**src/rtl/startup_seq_pkg.sv**
```systemverilog
// Shared types and widths for the startup reset sequencer.
package startup_seq_pkg;
  localparam int STATE_W = 3;
  localparam int CNT_W   = 16;
  localparam int IDX_W   = 3;

  typedef enum logic [STATE_W-1:0] {
    WAIT_EOS = 3'd0,
    DELAY    = 3'd1,
    RELEASE  = 3'd2,
    RUN      = 3'd3,
    DRAIN    = 3'd4,
    ACK      = 3'd5
  } state_e;
endpackage

```
**src/rtl/startup_reset_sequencer_sync_ff.sv**
```systemverilog
// Multi-flop synchroniser for a single asynchronous level input.
module sync_ff #(
  parameter int STAGES = 2
) (
  input  logic clk,
  input  logic rst_n,
  input  logic d,
  output logic q
);
  logic [STAGES-1:0] ff;

  always_ff @(posedge clk or negedge rst_n) begin
    if (!rst_n) ff <= '0;
    else        ff <= {ff[STAGES-2:0], d};
  end

  assign q = ff[STAGES-1];
endmodule

```
**src/rtl/startup_reset_sequencer.sv**
```systemverilog
// Staggered release/assert of downstream channel resets around End-Of-Startup,
// with a PROGRAM request drain-and-acknowledge handshake.
module startup_reset_sequencer
  import startup_seq_pkg::*;
#(
  parameter int N_CH        = 4,
  parameter int SYNC_STAGES = 2,
  parameter int EOS_DELAY   = 16,
  parameter int STAGGER     = 8
) (
  input  logic               clk,
  input  logic               rst_n,
  input  logic               eos_i,
  input  logic               preq_i,
  output logic [N_CH-1:0]    ch_rst_n_o,
  output logic               ready_o,
  output logic               pack_o,
  output logic [STATE_W-1:0] state_o
);
  localparam logic [CNT_W-1:0] DLY_LD = CNT_W'(EOS_DELAY - 1);
  localparam logic [CNT_W-1:0] STG_LD = CNT_W'(STAGGER - 1);
  localparam logic [IDX_W-1:0] LAST   = IDX_W'(N_CH - 1);

  logic eos_s, preq_s, preq_q, preq_rise;
  state_e state_q, state_d;
  logic [CNT_W-1:0] cnt_q, cnt_d;
  logic [IDX_W-1:0] idx_q, idx_d;
  logic [N_CH-1:0]  ch_d;
  logic             ready_d, pack_d;

  sync_ff #(.STAGES(SYNC_STAGES)) u_sync_eos  (.clk(clk), .rst_n(rst_n), .d(eos_i),  .q(eos_s));
  sync_ff #(.STAGES(SYNC_STAGES)) u_sync_preq (.clk(clk), .rst_n(rst_n), .d(preq_i), .q(preq_s));

  assign preq_rise = preq_s & ~preq_q;

  always_ff @(posedge clk or negedge rst_n) begin
    if (!rst_n) begin
      state_q    <= WAIT_EOS;
      cnt_q      <= '0;
      idx_q      <= '0;
      preq_q     <= 1'b0;
      ch_rst_n_o <= '0;
      ready_o    <= 1'b0;
      pack_o     <= 1'b0;
    end else begin
      state_q    <= state_d;
      cnt_q      <= cnt_d;
      idx_q      <= idx_d;
      preq_q     <= preq_s;
      ch_rst_n_o <= ch_d;
      ready_o    <= ready_d;
      pack_o     <= pack_d;
    end
  end

  // idx always names the highest channel currently released (or last asserted in DRAIN).
  always_comb begin
    state_d = state_q;
    cnt_d   = cnt_q;
    idx_d   = idx_q;
    ch_d    = ch_rst_n_o;
    case (state_q)
      WAIT_EOS: begin
        ch_d = '0;
        if (preq_rise) state_d = ACK;
        else if (eos_s) begin
          state_d = DELAY;
          cnt_d   = DLY_LD;
        end
      end
      DELAY: begin
        if (!eos_s) begin
          state_d = WAIT_EOS;
          ch_d    = '0;
        end else if (preq_rise) state_d = ACK;
        else if (cnt_q == '0) begin
          state_d = RELEASE;
          ch_d    = N_CH'(1);
          idx_d   = '0;
          cnt_d   = STG_LD;
        end else cnt_d = cnt_q - CNT_W'(1);
      end
      RELEASE: begin
        if (!eos_s) begin
          state_d = WAIT_EOS;
          ch_d    = '0;
        end else if (preq_rise) begin
          state_d = DRAIN;
          ch_d    = ch_rst_n_o & ~(N_CH'(1) << idx_q);
          cnt_d   = STG_LD;
        end else if (idx_q == LAST) state_d = RUN;
        else if (cnt_q == '0) begin
          ch_d  = ch_rst_n_o | (N_CH'(1) << (idx_q + IDX_W'(1)));
          idx_d = idx_q + IDX_W'(1);
          cnt_d = STG_LD;
        end else cnt_d = cnt_q - CNT_W'(1);
      end
      RUN: begin
        if (!eos_s) begin
          state_d = WAIT_EOS;
          ch_d    = '0;
        end else if (preq_rise) begin
          state_d = DRAIN;
          ch_d    = ch_rst_n_o & ~(N_CH'(1) << idx_q);
          cnt_d   = STG_LD;
        end
      end
      DRAIN: begin
        if (!eos_s) begin
          state_d = WAIT_EOS;
          ch_d    = '0;
        end else if (idx_q == '0) state_d = ACK;
        else if (cnt_q == '0) begin
          ch_d  = ch_rst_n_o & ~(N_CH'(1) << (idx_q - IDX_W'(1)));
          idx_d = idx_q - IDX_W'(1);
          cnt_d = STG_LD;
        end else cnt_d = cnt_q - CNT_W'(1);
      end
      ACK: begin
        ch_d = '0;
        if (!preq_s) state_d = WAIT_EOS;
      end
      default: begin
        state_d = WAIT_EOS;
        ch_d    = '0;
      end
    endcase
  end

  // Flags are decoded from the next state so the registered outputs track state_o.
  always_comb begin
    ready_d = (state_d == RUN);
    pack_d  = (state_d == ACK);
  end

  assign state_o = state_q;
endmodule

```
**config.mk**
```make
export PLATFORM = sky130hd
export DESIGN_NAME = startup_reset_sequencer
export DESIGN_NICKNAME = d
export VERILOG_FILES = /design/src/rtl/startup_seq_pkg.sv /design/src/rtl/startup_reset_sequencer_sync_ff.sv /design/src/rtl/startup_reset_sequencer.sv
export SDC_FILE = /design/constraint.sdc
export NUM_CORES = 1
export LEC_CHECK = 0
export ABC_AREA = 1
export BUFFER_PORTS_ARGS = -buffer_cell sky130_fd_sc_hd__buf_4
export CORE_ASPECT_RATIO = 1.1
export CORE_MARGIN = 2
export CORE_UTILIZATION = 45
export CTS_CLUSTER_SIZE = 16
export DETAILED_ROUTE_END_ITERATION = 16
export GPL_TIMING_DRIVEN = 1
export RECOVER_POWER = 25
export SYNTH_ARGS = -nofsm -noshare
export SYNTH_HDL_FRONTEND = slang
export SYNTH_HIERARCHICAL = 1
export SYNTH_SLANG_ARGS = --single-unit
export TNS_END_PERCENT = 10
```
**constraint.sdc**
```tcl
create_clock -name clk -period 2.2 [get_ports clk]
set_input_delay 0.33 -clock clk [delete_from_list [all_inputs] [get_ports clk]]
set_output_delay 0.33 -clock clk [all_outputs]
set_load 0.02 [all_outputs]
```
* Yosys cells after proc, flatten, opt, wreduce, memory -nomap -nowiden
Cells that the tools add are included.
** Cells by class
- Add/sub/neg operators :: 3
- Bitwise logic cells :: 7
- Eq/ne operators :: 30
- Shift operators :: 3
- Mux-type cells :: 51
- Reductions and logical operators :: 8
** Operators with widths (count)
- $mux W16 :: 12
- $pmux W16 S5 :: 1
- $mux W3 :: 23
- $mux W4 :: 12
- $reduce_and A11 Y1 :: 2
- $ne A2 B2 Y1 const B :: 9
- $ne A3 B3 Y1 const B :: 6
- $pmux W3 S6 :: 1
- $logic_not A16 Y1 :: 1
- $pmux W4 S4 :: 1
- $sub A16 B1 Y16 const B :: 1
- $eq A3 B2 Y1 const B :: 4
- $shl A1 B3 Y4 const A :: 3
- $ne A2 B1 Y1 const B :: 5
- $eq A3 B3 Y1 const B :: 3
- $pmux W3 S3 :: 1
- $and A4 B4 Y4 :: 2
- $ne A4 B4 Y1 const B :: 2
- $not A4 Y4 :: 2
- $reduce_and A7 Y1 :: 1
- $logic_not A3 Y1 :: 2
- $reduce_bool A5 Y1 :: 1
- $or A4 B4 Y4 :: 1
- $add A3 B1 Y3 const B :: 1
- 5 further kinds :: 5
** Word-level totals
- Input bits :: 4
- Word-level logic and storage cells :: 111
- Bits in registers :: 33

* Depth between registers and ports, before layout
Gate-level depths: netlist (run 1).
- Depth after elaboration :: 8
- Mapped depth :: 14

* Modules after synthesis
Netlist (run 1), hierarchy kept.
** By module, submodules not included
- startup_reset_sequencer :: area each 2013.2 um2, instances 1, cells an instance 303
- sync_ff :: area each 50.0 um2, instances 2, cells an instance 2

* Worst setup path before layout (run 1)
OpenSTA, ideal clock, no wires.
- Path type :: reg-to-reg
- Start :: register idx_q[0]
- End :: register cnt_q[2]
- Cell stages (with the launch flop) :: 12
- Slack :: 0.407 ns
- Path buffers :: 0
- Clock period less this slack :: 1.793 ns
- Data arrival time :: 1.666 ns
- Cell sequence :: dfrtp_1 ha_1 ha_1 inv_1 nand2_1 nand3_1 nand2_1 inv_1 nand2_1 nor2_4 a21oi_1 or2_2
** Between the ends
- Word-level cells in the longest chain between the ends :: 3
- Elaborated cells on any way between the ends :: 5
- Those cells by class :: eq/ne: 3; reduce/logical: 2
** Ends and longest elaborated chain
- start, declared :: RTL line startup_reset_sequencer.sv:27 : logic [IDX_W-1:0] idx_q, idx_d;
- start signal, assigned :: RTL line startup_reset_sequencer.sv:48 : idx_q <= idx_d;
- $eq A3 B2 Y1 or $logic_not A3 Y1 (tied branches) :: RTL line startup_reset_sequencer.sv:91, startup_reset_sequencer.sv:112
- $ne A3 B3 Y1 (no line) or $ne A2 B2 Y1 (tied branches)
- $reduce_and A11 Y1 (no line) *
- end signal, assigned :: RTL line startup_reset_sequencer.sv:47 : cnt_q <= cnt_d;
- end, declared :: RTL line startup_reset_sequencer.sv:26 : logic [CNT_W-1:0] cnt_q, cnt_d;
Every way passes the cells marked *; elsewhere a longest branch is shown, timed or not.
A chain may end at the register's enable or synchronous reset.

* Worst setup path after layout (run 1)
Ends and elaborated chain as after synthesis.

==> impl_results.md, run 1 <==
- Status: finished clean
- I/O pin cnt: 13
- Row count: 26
- Largest net degree at the start of global routing: 34
- Sequential power share: 0.310
- P_leak: approximately 1.3 nW
- Routed wire length: 5242 um
- Setup Crit Path Kind: flop to flop
- Min-Delay Path Depth: 1
- Share of the synthesized area in the top cell type: 0.3908
- Post-synth ARST share: 1.000
- Internal power component: 1.445 mW
- Max-slew headroom at the worst pin: 0.4367
- FF+latch count, synth: 33
- Clock Power Share: 0.197
- Die extent in x: 69.34 um
- CTS root buf: clkbuf_8
- Synth Flop Type: dfrtp_1
- Syn-to-layout area delta: 16.99%
- Fill count: roughly 460
- Vias: approximately 2000
- H-tree depth: 2
- PwrDens: ~1100 nW/um^2
- Post-Route Hold Slack: approximately 0.16 ns
- Post-synth EDFFs: 0
- CTS tree: built
- Initial antenna violation count: 0
- Residual DRC: 0
- Post-Layout Cell Count: 396
- Port Buffers: 12
- Worst Setup Slack, final: about 0.19 ns
- # diodes: 0
- Total negative setup slack: 0 ns
- Period minus WS final: 2.007 ns
- Routed Antenna Nets: 0
- Post-Place Cells: between 300 and 400
- WHS Endpoint: u_sync_preq/ff[0]
- Gr usage total: 0.2128
- Fmax: ~500 MHz
- Switching Share: 0.4476
- Synthesized area: between 2000 and 2500 um^2
- First-pass DRT Iterations: 4
- Fin crit share: 0.9121
- RD Place Congestion: ~0.85
- Vias in the first global route: ~1800
- Slew Limit Fails: 0
- Combinational share of power: 0.493
- Register area share after synthesis: 0.3908
- Crit start category: flop
- RR Endpoint: cnt_q[2]
- Initial core utilization: 0.4607
- Clock skew: about 0.0059 ns
- Worst Setup End Kind: flop
- Number of buffers created by CTS: 5
- Largest area contributor in the synthesized netlist: dfrtp_1
- Top cells by area, synth: dfrtp_1 (39%), nand2_1 (13%), nor2_1 (8.5%)
- Average size of a mapped cell: 6.884 um^2
- Worst Max-Slew Pin Slew: approximately 0.84 ns
- Average wire per standard cell: roughly 13 um
- Placed wire-length estimate: about 3900 um
- Iteration-0 DRC count of the detailed router: 119
- Overflow after GRT: 0
- Die H: between 70 and 80 um
- Peak supply drop: around 0.57 mV
- Core area: approximately 4600 um^2
- Most common cell after layout, fill and taps aside: nand2_1
- Multi-input logic area: ~1100 um^2
- Fin. Hold Viols: 0
- FF-to-FF setup slack: between 0.15 and 0.2 ns
- Final nets: 351
- Reg2reg path depth: 10
- Cells after synthesis: 307
- First-pass GRT wire length: approximately 8700 um
- Yosys warning total: 6
- Clk sinks: 33
- Critical Path AT: roughly 2.2 ns
- Hold Path Class: primary input to flop
- Mapped Nets: 319
- Yosys cell types: 28
- Most frequent cells in the layout: nand2_1 (74), nor2_1 (48), inv_1 (40)
- Longest Clk Path Bufs: 2
- Clk slew on worst S/H paths: approximately 0.07 ns
- P_sw: approximately 1.2 mW
- Layout cell share with drive strength beyond 1: 0.1382
- Worst skew pair latency: approximately 0.29 ns
- RSZ-0062 raised after global routing: false
- Reg area: 825.8 um^2
- CP Data Required Time: 2.37 ns
- Hold_sp: preq_i
- Die Area: roughly 5300 um^2
- Total of max-cap violations: 0
- Final setup vio count: 0
- Critical path fanouts, max: 4
- Setup WS pre-CTS: ~0.20 ns
- Worst r2r src: idx_q[0]
- Via density: ~5
## how the worst max path moves through the flow
stage / end / slack, ns / cells past startpoint / start
after CTS: cnt_q[13] / 0.19 / 14 / idx_q[0]
after detailed placement: cnt_q[13] / 0.20 / 14 / idx_q[0]
after floorplan: cnt_q[2] / 0.41 / 11 / idx_q[0]
final: cnt_q[2] / 0.19 / 10 / idx_q[0]
after global placement: cnt_q[2] / 0.24 / 10 / idx_q[0]
after global routing: cnt_q[2] / 0.007 / 10 / idx_q[0]
## through the flow
step | power, mW | cell area (um^2) | util
after floorplan | 1.691 | 2113 | -
after global placement | 2.063 | 2337 | 0.5095
after detailed placement | 2.067 | 2337 | 0.5095
after CTS | 2.595 | 2449 | 0.5338
after global routing | 2.825 | 2472 | 0.5390
final | 2.616 | 2472 | 0.5390
## state kept, by name, indices dropped and copies added (netlist names)
| signal | cells |
|---|---|
| cnt_q | 16 |
| preq_q | 1 |
| ch_rst_n_o | 4 |
| state_o | 3 |
| ready_o | 1 |
| u_sync_preq/ff | 2 |
| pack_o | 1 |
| u_sync_eos/ff | 2 |
| idx_q | 3 |
## critical path, stage by stage, from the launching register on
cell and delay, ns:
dfrtp_1 0.41, inv_1 0.14, ha_1 0.22, inv_1 0.05, nor2_1 0.17, nand3_1 0.13
nand2_1 0.17, nor2_1 0.11, nand2_1 0.15, a21oi_1 0.06, or2_2 0.29
## layout make-up
type                       count  area share
clock buffer                   7     0.03897
clock inverter                 1    0.002024
inverter                      43     0.06528
multi-input combinational    228      0.4459
sequential                    33      0.3340
tap                           56     0.02834
timing repair buffer          28     0.08553
## layer usage
layer  vias up  routed length, um  global-route usage
met5         -                  0                   0
met4         0                 84              0.1024
met3         7                177             0.03968
met2        36               2546              0.3558
met1       911               2433              0.2714
li1       1063                  -                   -
## kinds of logic after synthesis
group / Yosys count / share of synthesized area
AND/OR/NAND/NOR: 178 / 0.3647
AO/OA/AOI/OAI: 41 / 0.1042
adder cells (fa/ha/maj): 8 / 0.04737
flip-flops: 33 / 0.3908
buffers and inverters: 46 / 0.08881
XOR/XNOR: 1 / 0.004145
## cell usage after synthesis, types with 2 or more instances
| cell type | instances |
|---|---|
| a21oi_1 | 20 |
| dfrtp_1 | 33 |
| nand2_1 | 74 |
| a31oi_1 | 2 |
| inv_2 | 2 |
| o21ai_0 | 13 |
| inv_1 | 41 |
| nor2_1 | 48 |
| nor2_2 | 3 |
| nand2_2 | 2 |
| nor3_1 | 8 |
| buf_4 | 2 |
| nand4_1 | 11 |
| nand3_1 | 27 |
| ha_1 | 8 |
## power by group through the flow
stage | combinational (mW) | clock [mW] | sequential (mW)
after global routing | 1.45 | 0.550 | 0.824
after floorplan | 0.852 | 0 | 0.838
final | 1.29 | 0.514 | 0.811
after CTS | 1.26 | 0.530 | 0.808
after global placement | 1.25 | 0 | 0.817
after detailed placement | 1.25 | 0 | 0.818
## what timing repair did
item	4_1_cts	5_1_grt
resized for setup	0	3
endpoints found under the setup margin	0	5
hold buffers	1	0
endpoints found under the hold margin	33	0
setup buffers	0	2
Note: power is estimated with default switching activity, not from simulation.
==> run 2, diff against run 1 <==
ABC_AREA = 0   (was 1)
SKIP_LAST_GASP = 1   (was default)
==> run 2 against run 1 <==
The flow now finishes with violations (setup timing). Count of clock-buffer cells in the layout unchanged. Clock power decreased by 11%. First-iteration DRC count increased by 71%. Sequential share of layout area decreased by 2.0 points. Highest routed layer unchanged. Critical path type unchanged.
==> impl_results.md, run 2 <==
- Placed wire-length estimate: 3880 um (-0.48%)
- Critical path fanouts, max: 4 (unchanged)
- Simple-gate share of the synthesized area: 0.2330 (-0.1317)
- Via density: 5.836 (+15%)
- Routed Antenna Nets: 0 (unchanged)
- Vias: 1955 (-3.1%)
- Clock skew: 0.006435 ns (+0.0005516 ns)
- Fin crit share: 1.002 (+0.08990)
- Worst Setup End Kind: flop
- Main combinational cell family by area after synthesis: compound AO/OA/AOI/OAI gates
- # diodes: 0 (unchanged)
- Setup Crit Path Kind: flop to flop
- Period minus WS final: 2.204 ns (+0.1978 ns)
- Fin. Hold Viols: 0 (unchanged)
- Routed wire length: 5259 um (+0.32%)
- Reg area: 825.8 um^2 (unchanged)
- RSZ-0062 raised after global routing: true
- Average size of a mapped cell: 9.280 um^2 (+35%)
- Total negative setup slack: -0.007003 ns (-0.007003 ns)
- Mapped Nets: 240 (-25%)
- Worst Setup Slack, final: -0.004492 ns (-0.1978 ns)
- Crit path cell chain: inv_1 -> ha_1 -> or3b_4 -> nor4_4 -> buf_4 -> or2_1 -> buf_4 -> o22ai_1 -> a32o_1
- CTS root buf: clkbuf_8
- Final nets: 291 (-17%)
- Synthesized area: 2116 um^2 (+0.12%)
- Most common cell after layout, fill and taps aside: buf_4
- Clk slew on worst S/H paths: 0.06 ns (about the same)
- Layout cell share with drive strength beyond 1: 0.2939 (+0.1557)
- Xor/xnor share of the synthesized area: 0.004140 (-0.000004902)
- Largest register FFs: 16 (unchanged)
- Slew Limit Fails: 0 (unchanged)
- Tot Pwr: 3.211 mW (+23%)
- Largest regs: cnt_q (16), ch_rst_n_o (4)
- Hold_sp: eos_i
- Status: complete, but fails checks
- Hold Path Class: primary input to flop
- Worst r2r src: cnt_q[0]
- Vias in the first global route: 1894 (+3.6%)
- Port Buffers: 12 (unchanged)
- Row count: 26 (unchanged)
- I/O pin cnt: 13 (unchanged)
- FF+latch count, synth: 33 (unchanged)
- Failing checks: setup timing
- Longest Clk Path Bufs: 2 (unchanged)
- Reg with most FFs: cnt_q
- Residual DRC: 0 (unchanged)
- Largest area contributor in the synthesized netlist: dfrtp_1
- First-pass GRT wire length: 9073 um (+4.7%)
- Gr usage total: 0.2125 (-0.0002913)
- CP delay by family, top: simple AND/OR/NAND/NOR gates
- Crit start category: flop
- Worst Max-Slew Pin Slew: 0.8169 ns (-0.02799 ns)
- Fmax: 453.6 MHz (-9.0%)
- Multi-input logic area: 1187 um^2 (+7.7%)
- Peak supply drop: 0.6846 mV (+21%)
- PwrDens: 1222 nW/um^2 (+16%)
- Fill count: 425 (-7.4%)
- Post-synth ARST share: 1.000 (unchanged)
- Worst skew pair latency: 0.28 ns (about the same)
- Max-slew headroom at the worst pin: 0.4554 (+0.01866)
- Iteration-0 DRC count of the detailed router: 204 (+71%)
- RD Place Congestion: 0.8283 (-2.1%)
- Number of buffers created by CTS: 5 (unchanged)
- Top layer in use: met4
- Met1 WL: 2340 um (-3.8%)
- Most frequent cells in the layout: buf_4 (52), dfrtp_1 (33), nand2_1 (18)
- Most frequent cell after synthesis: dfrtp_1
- Mux cell area share after synthesis: 0.01064 (+0.01064)
- Die extent in x: 69.38 um (about the same)
- Die H: 75.92 um (about the same)
- Core area: 4587 um^2 (unchanged)
- Share of the synthesized area in the top cell type: 0.3903 (-0.0004622)
- CTS tree: built
- Post-Route Utilization: 0.5728 (+0.03382)
- Die Area: 5267 um^2 (+0.11%)
- Total of max-cap violations: 0 (unchanged)
- Syn-to-layout area delta: 24.19%
- Register area share after synthesis: 0.3903 (-0.0004622)
- Yosys cell types: 61 (+120%)
- CP Data Required Time: 2.37 ns (about the same)
- Average wire per standard cell: 15.70 um (+19%)
- WL met3: 218 um (+23%)
- Overflow after GRT: 0 (unchanged)
- Post-Route Hold Slack: 0.1742 ns (+0.01150 ns)
- First-pass DRT Iterations: 4 (unchanged)
- Top cell by count, worst path: buf_4
- Cells after synthesis: 228 (-26%)
- Initial core utilization: 0.4613 (+0.0005455)
- Yosys warning total: 6 (unchanged)
- H-tree depth: 2 (unchanged)
- Clk sinks: 33 (unchanged)
- Critical Path AT: 2.37 ns (+0.19 ns)
- Setup crit start: cnt_q[0]
- Metal2 WL: 2619 um (+2.9%)
- Post-synth EDFFs: 0 (unchanged)
- Final setup vio count: 2 (+2)
- Post-synthesis compound-gate area fraction: 0.2590 (+0.1548)
- Initial antenna violation count: 0 (unchanged)
- Bufs and invs on worst path: 3 (+1)
- Most frequent cells after synthesis: dfrtp_1 (33), nand2_1 (18), nor2_1 (16)
- Largest net degree at the start of global routing: 34 (unchanged)
- CP max stage delay: 0.42 ns (about the same)
- Worst path slowest cell: or3b_4
- Top cells by area, synth: dfrtp_1 (39%), ha_1 (4.7%), nand2_1 (3.2%)
- Synth Area in Adders: 0.04731 (-0.00005602)
- Synth Flop Type: dfrtp_1
- P_leak: 1.184 nW (-11%)
[run 2: area by class of cell]
cell class                 count  share of cell area
timing repair buffer          56              0.1600
multi-input combinational    173              0.4519
sequential                    33              0.3143
tap                           56             0.02667
inverter                      10             0.01429
clock buffer                   7             0.03286
[run 2: kinds of logic after synthesis]
| logic type | count (synthesis) |
|---|---|
| AOI/OAI and AO/OA | 74 |
| xor gates and xnor gates | 1 |
| buffers and inverters | 22 |
| DFF | 33 |
| adders and majority gates | 8 |
| and+or+nand+nor | 88 |
| muxes | 2 |
[run 2: stage by stage]
step | area (um^2) | setup WS [ns] | std cells
4_1_cts | 2620 | 0.009390 | 335
3_5_place_dp | 2499 | -0.01359 | 324
3_3_place_gp | 2499 | 0.02997 | 324
5_1_grt | 2628 | -0.1315 | 335
2_1_floorplan | 2118 | 0.01261 | 228
6_report | 2628 | -0.004492 | 335
[run 2: what timing repair did]
item	CTS	global route
hold buffers	1	0
pin swaps	1	0
buffers inserted	3	0
hold endpoints to repair	20	0
endpoints found under the setup margin	6	21
resized for setup	1	2
[run 2: power breakdown]
| part | leakage [nW] | total (mW) | internal (mW) | switching [mW] |
|---|---|---|---|---|
| Sequential | 0.428 | 0.872 | 0.729 | 0.143 |
| Combinational | 0.711 | 1.88 | 0.888 | 0.991 |
| Clock | 0.0443 | 0.460 | 0.248 | 0.212 |
[run 2: final timing paths]
check                                     to  slack, ns  cells past startpoint
min in group asynchronous         state_o[0]       0.67                      2
max in group asynchronous           cnt_q[6]       1.01                      2
max reg2reg                         cnt_q[3]     -0.004                      9
max                                 cnt_q[3]     -0.004                      9
min                         u_sync_eos/ff[0]       0.17                      1
min reg2reg                u_sync_preq/ff[1]       0.35                      0
[run 2: layer usage]
layer / up-vias / track usage
met2: 48 / 0.3529
met1: 934 / 0.2738
met3: 8 / 0.04255
met4: 0 / 0.07647
li1: 965 / -
met5: - / 0
==> run 3, diff against run 2 <==
CORE_MARGIN = default   (was 2)
==> run 3 against run 2 <==
The flow finishes with violations (capacitance limit, slew limit). Power up 1.8%. First-iteration DRC count decreased by 0.98%. Worst setup slack better by 0.033 ns. Final cell count decreased by 0.90%. Largest cell class unchanged.
==> impl_results.md, run 3 (same netlist as run 2, synthesis figures left out) <==
- Status: complete, but fails checks
- Failing checks: capacitance limit, slew limit
- Longest Clk Path Bufs: 2 (unchanged)
- First-pass GRT wire length: 9225 um (+1.7%)
- Reg2reg path depth: 5 (-4)
- PwrDens: 1235 nW/um^2 (+1.1%)
- CP delay by family, top: simple AND/OR/NAND/NOR gates
- Total of max-cap violations: 1 (+1)
- Die extent in x: 67.38 um (-2.9%)
- Period minus WS final: 2.172 ns (-0.03270 ns)
- Fmax: 460.4 MHz (+1.5%)
- Fin. Hold Viols: 0 (unchanged)
- Bufs and invs on worst path: 1 (-2)
- RSZ-0062 raised after global routing: true
- RR Endpoint: cnt_q[12]
- Worst Max-Slew Pin Slew: 1.808 ns (+0.9910 ns)
- Tot Pwr: 3.269 mW (+1.8%)
- Routed Antenna Nets: 0 (unchanged)
- CTS Hold Buffers Added: 0 (-1)
- Residual DRC: 0 (unchanged)
- Die H: 73.92 um (-2.6%)
- Core area: 4410 um^2 (-3.8%)
- Layout cell share with drive strength beyond 1: 0.3129 (+0.01904)
- Hold Path Class: primary input to flop
- Number of buffers created by CTS: 5 (unchanged)
- CTS root buf: clkbuf_8
- Critical path fanouts, max: 4 (unchanged)
- Final nets: 290 (-0.34%)
- Clock skew: 0.01039 ns (+0.003959 ns)
- Die Area: 4980 um^2 (-5.4%)
- # diodes: 0 (unchanged)
- H-tree depth: 2 (unchanged)
- Min-Delay Path Depth: 1 (unchanged)
- Clk slew on worst S/H paths: 0.07 ns (about the same)
- Worst skew pair latency: 0.28 ns (about the same)
- Critical Path AT: 2.32 ns (-0.05 ns)
- Worst Setup Slack, final: 0.02821 ns (+0.03270 ns)
- Largest regs: cnt_q (16), ch_rst_n_o (4)
- FF-to-FF setup slack: 0.03 ns (+0.03 ns)
- Crit start category: flop
- Fin crit share: 0.9872 (-0.01486)
- Syn-to-layout area delta: 25.07%
- Most common cell after layout, fill and taps aside: buf_4
- Setup WS pre-CTS: -0.02814 ns (-0.01455 ns)
- Overflow after GRT: 0 (unchanged)
- Post-Layout Cell Count: 332 (-0.90%)
- Routed wire length: 5421 um (+3.1%)
- Post-Route Hold Slack: 0.1798 ns (+0.005530 ns)
- Post-Place Cells: 322 (-0.62%)
- Worst r2r src: cnt_q[6]
- Iteration-0 DRC count of the detailed router: 202 (-0.98%)
- Initial antenna violation count: 0 (unchanged)
- Reg with most FFs: cnt_q
- Peak supply drop: 0.6276 mV (-8.3%)
- Gr usage total: 0.2492 (+0.03673)
- Vias: 1992 (+1.9%)
- Slew Limit Fails: 34 (+34)
- WHS Endpoint: u_sync_preq/ff[0]
- I/O pin cnt: 13 (unchanged)
- RD Place Congestion: 0.9142 (+10%)
- Clk sinks: 33 (unchanged)
- CP max stage delay: 0.55 ns (+0.13 ns)
- Row count: 25 (-3.8%)
- CP Data Required Time: 2.35 ns (-0.02 ns)
- Setup crit start: cnt_q[6]
- Placed wire-length estimate: 3964 um (+2.2%)
- Port Buffers: 12 (unchanged)
- Vias in the first global route: 1980 (+4.5%)
- CTS tree: built
- Setup Crit Path Kind: flop to flop
- Max-slew headroom at the worst pin: -0.2053 (-0.6607)
- Crit path cell chain: or4_4 -> buf_4 -> or3_2 -> o311ai_0 -> o211ai_1
- P_leak: 1.185 nW (+0.13%)
- Final setup vio count: 0 (-2)
- Most frequent cells in the layout: buf_4 (51), dfrtp_1 (32), nand2_1 (18)
- Initial core utilization: 0.4797 (+0.01845)
- Hold_sp: preq_i
- Worst path slowest cell: or4_4
- Post-Route Utilization: 0.6000 (+0.02717)
- Largest net degree at the start of global routing: 34 (unchanged)
- Via density: 6.000 (+2.8%)
- First-pass DRT Iterations: 4 (unchanged)
- Average wire per standard cell: 16.33 um (+4.0%)
- Largest register FFs: 16 (unchanged)
- Worst Setup End Kind: flop
## run 3: cell count changes in the layout (fill, tap and decap cells not counted), sizes merged
cell / before / now
dlygate4sd3: 1 / 0
## run 3: repair_timing
| action | CTS | global route |
|---|---|---|
| buffers inserted | 1 | 2 |
| pin swaps | 1 | 2 |
| gates resized for setup | 2 | 7 |
| setup endpoints to repair | 7 | 20 |
## run 3: stage by stage
step / setup TNS [ns] / area (um^2)
floorplan: 0 / 2118
global placement: 0 / 2509
detailed placement: -0.06503 / 2509
CTS: -0.03861 / 2608
global route: -0.2065 / 2646
finish: 0 / 2646
## run 3: metal layers
layer,track usage,share of wire
met1,0.3099,0.44
met2,0.4333,0.51
met3,0.04814,0.041
met4,0.07092,0.0063
met5,0,0
## run 3: how the worst max path moves through the flow
stage / endpoint / cells after the start
3_3_place_gp: ch_rst_n_o[2] / 7
6_report: cnt_q[12] / 5
4_1_cts: ch_rst_n_o[2] / 8
5_1_grt: cnt_q[12] / 5
3_5_place_dp: cnt_q[9] / 8
2_1_floorplan: ch_rst_n_o[2] / 5
## run 3: cell type report
| cell class | instances | area, um^2 |
|---|---|---|
| clock buffer | 7 | 86.33 |
| sequential | 33 | 827.0 |
| fill | 372 | 1764 |
| inverter | 10 | 37.54 |
| multi-input combinational | 173 | 1206 |
| tap | 54 | 67.56 |
| timing repair buffer | 55 | 421.7 |
## run 3: report_power, final
group	internal, mW	switching [mW]	total, mW
sequential	0.731	0.128	0.858
combinational	0.921	1.02	1.94
clock	0.248	0.218	0.466
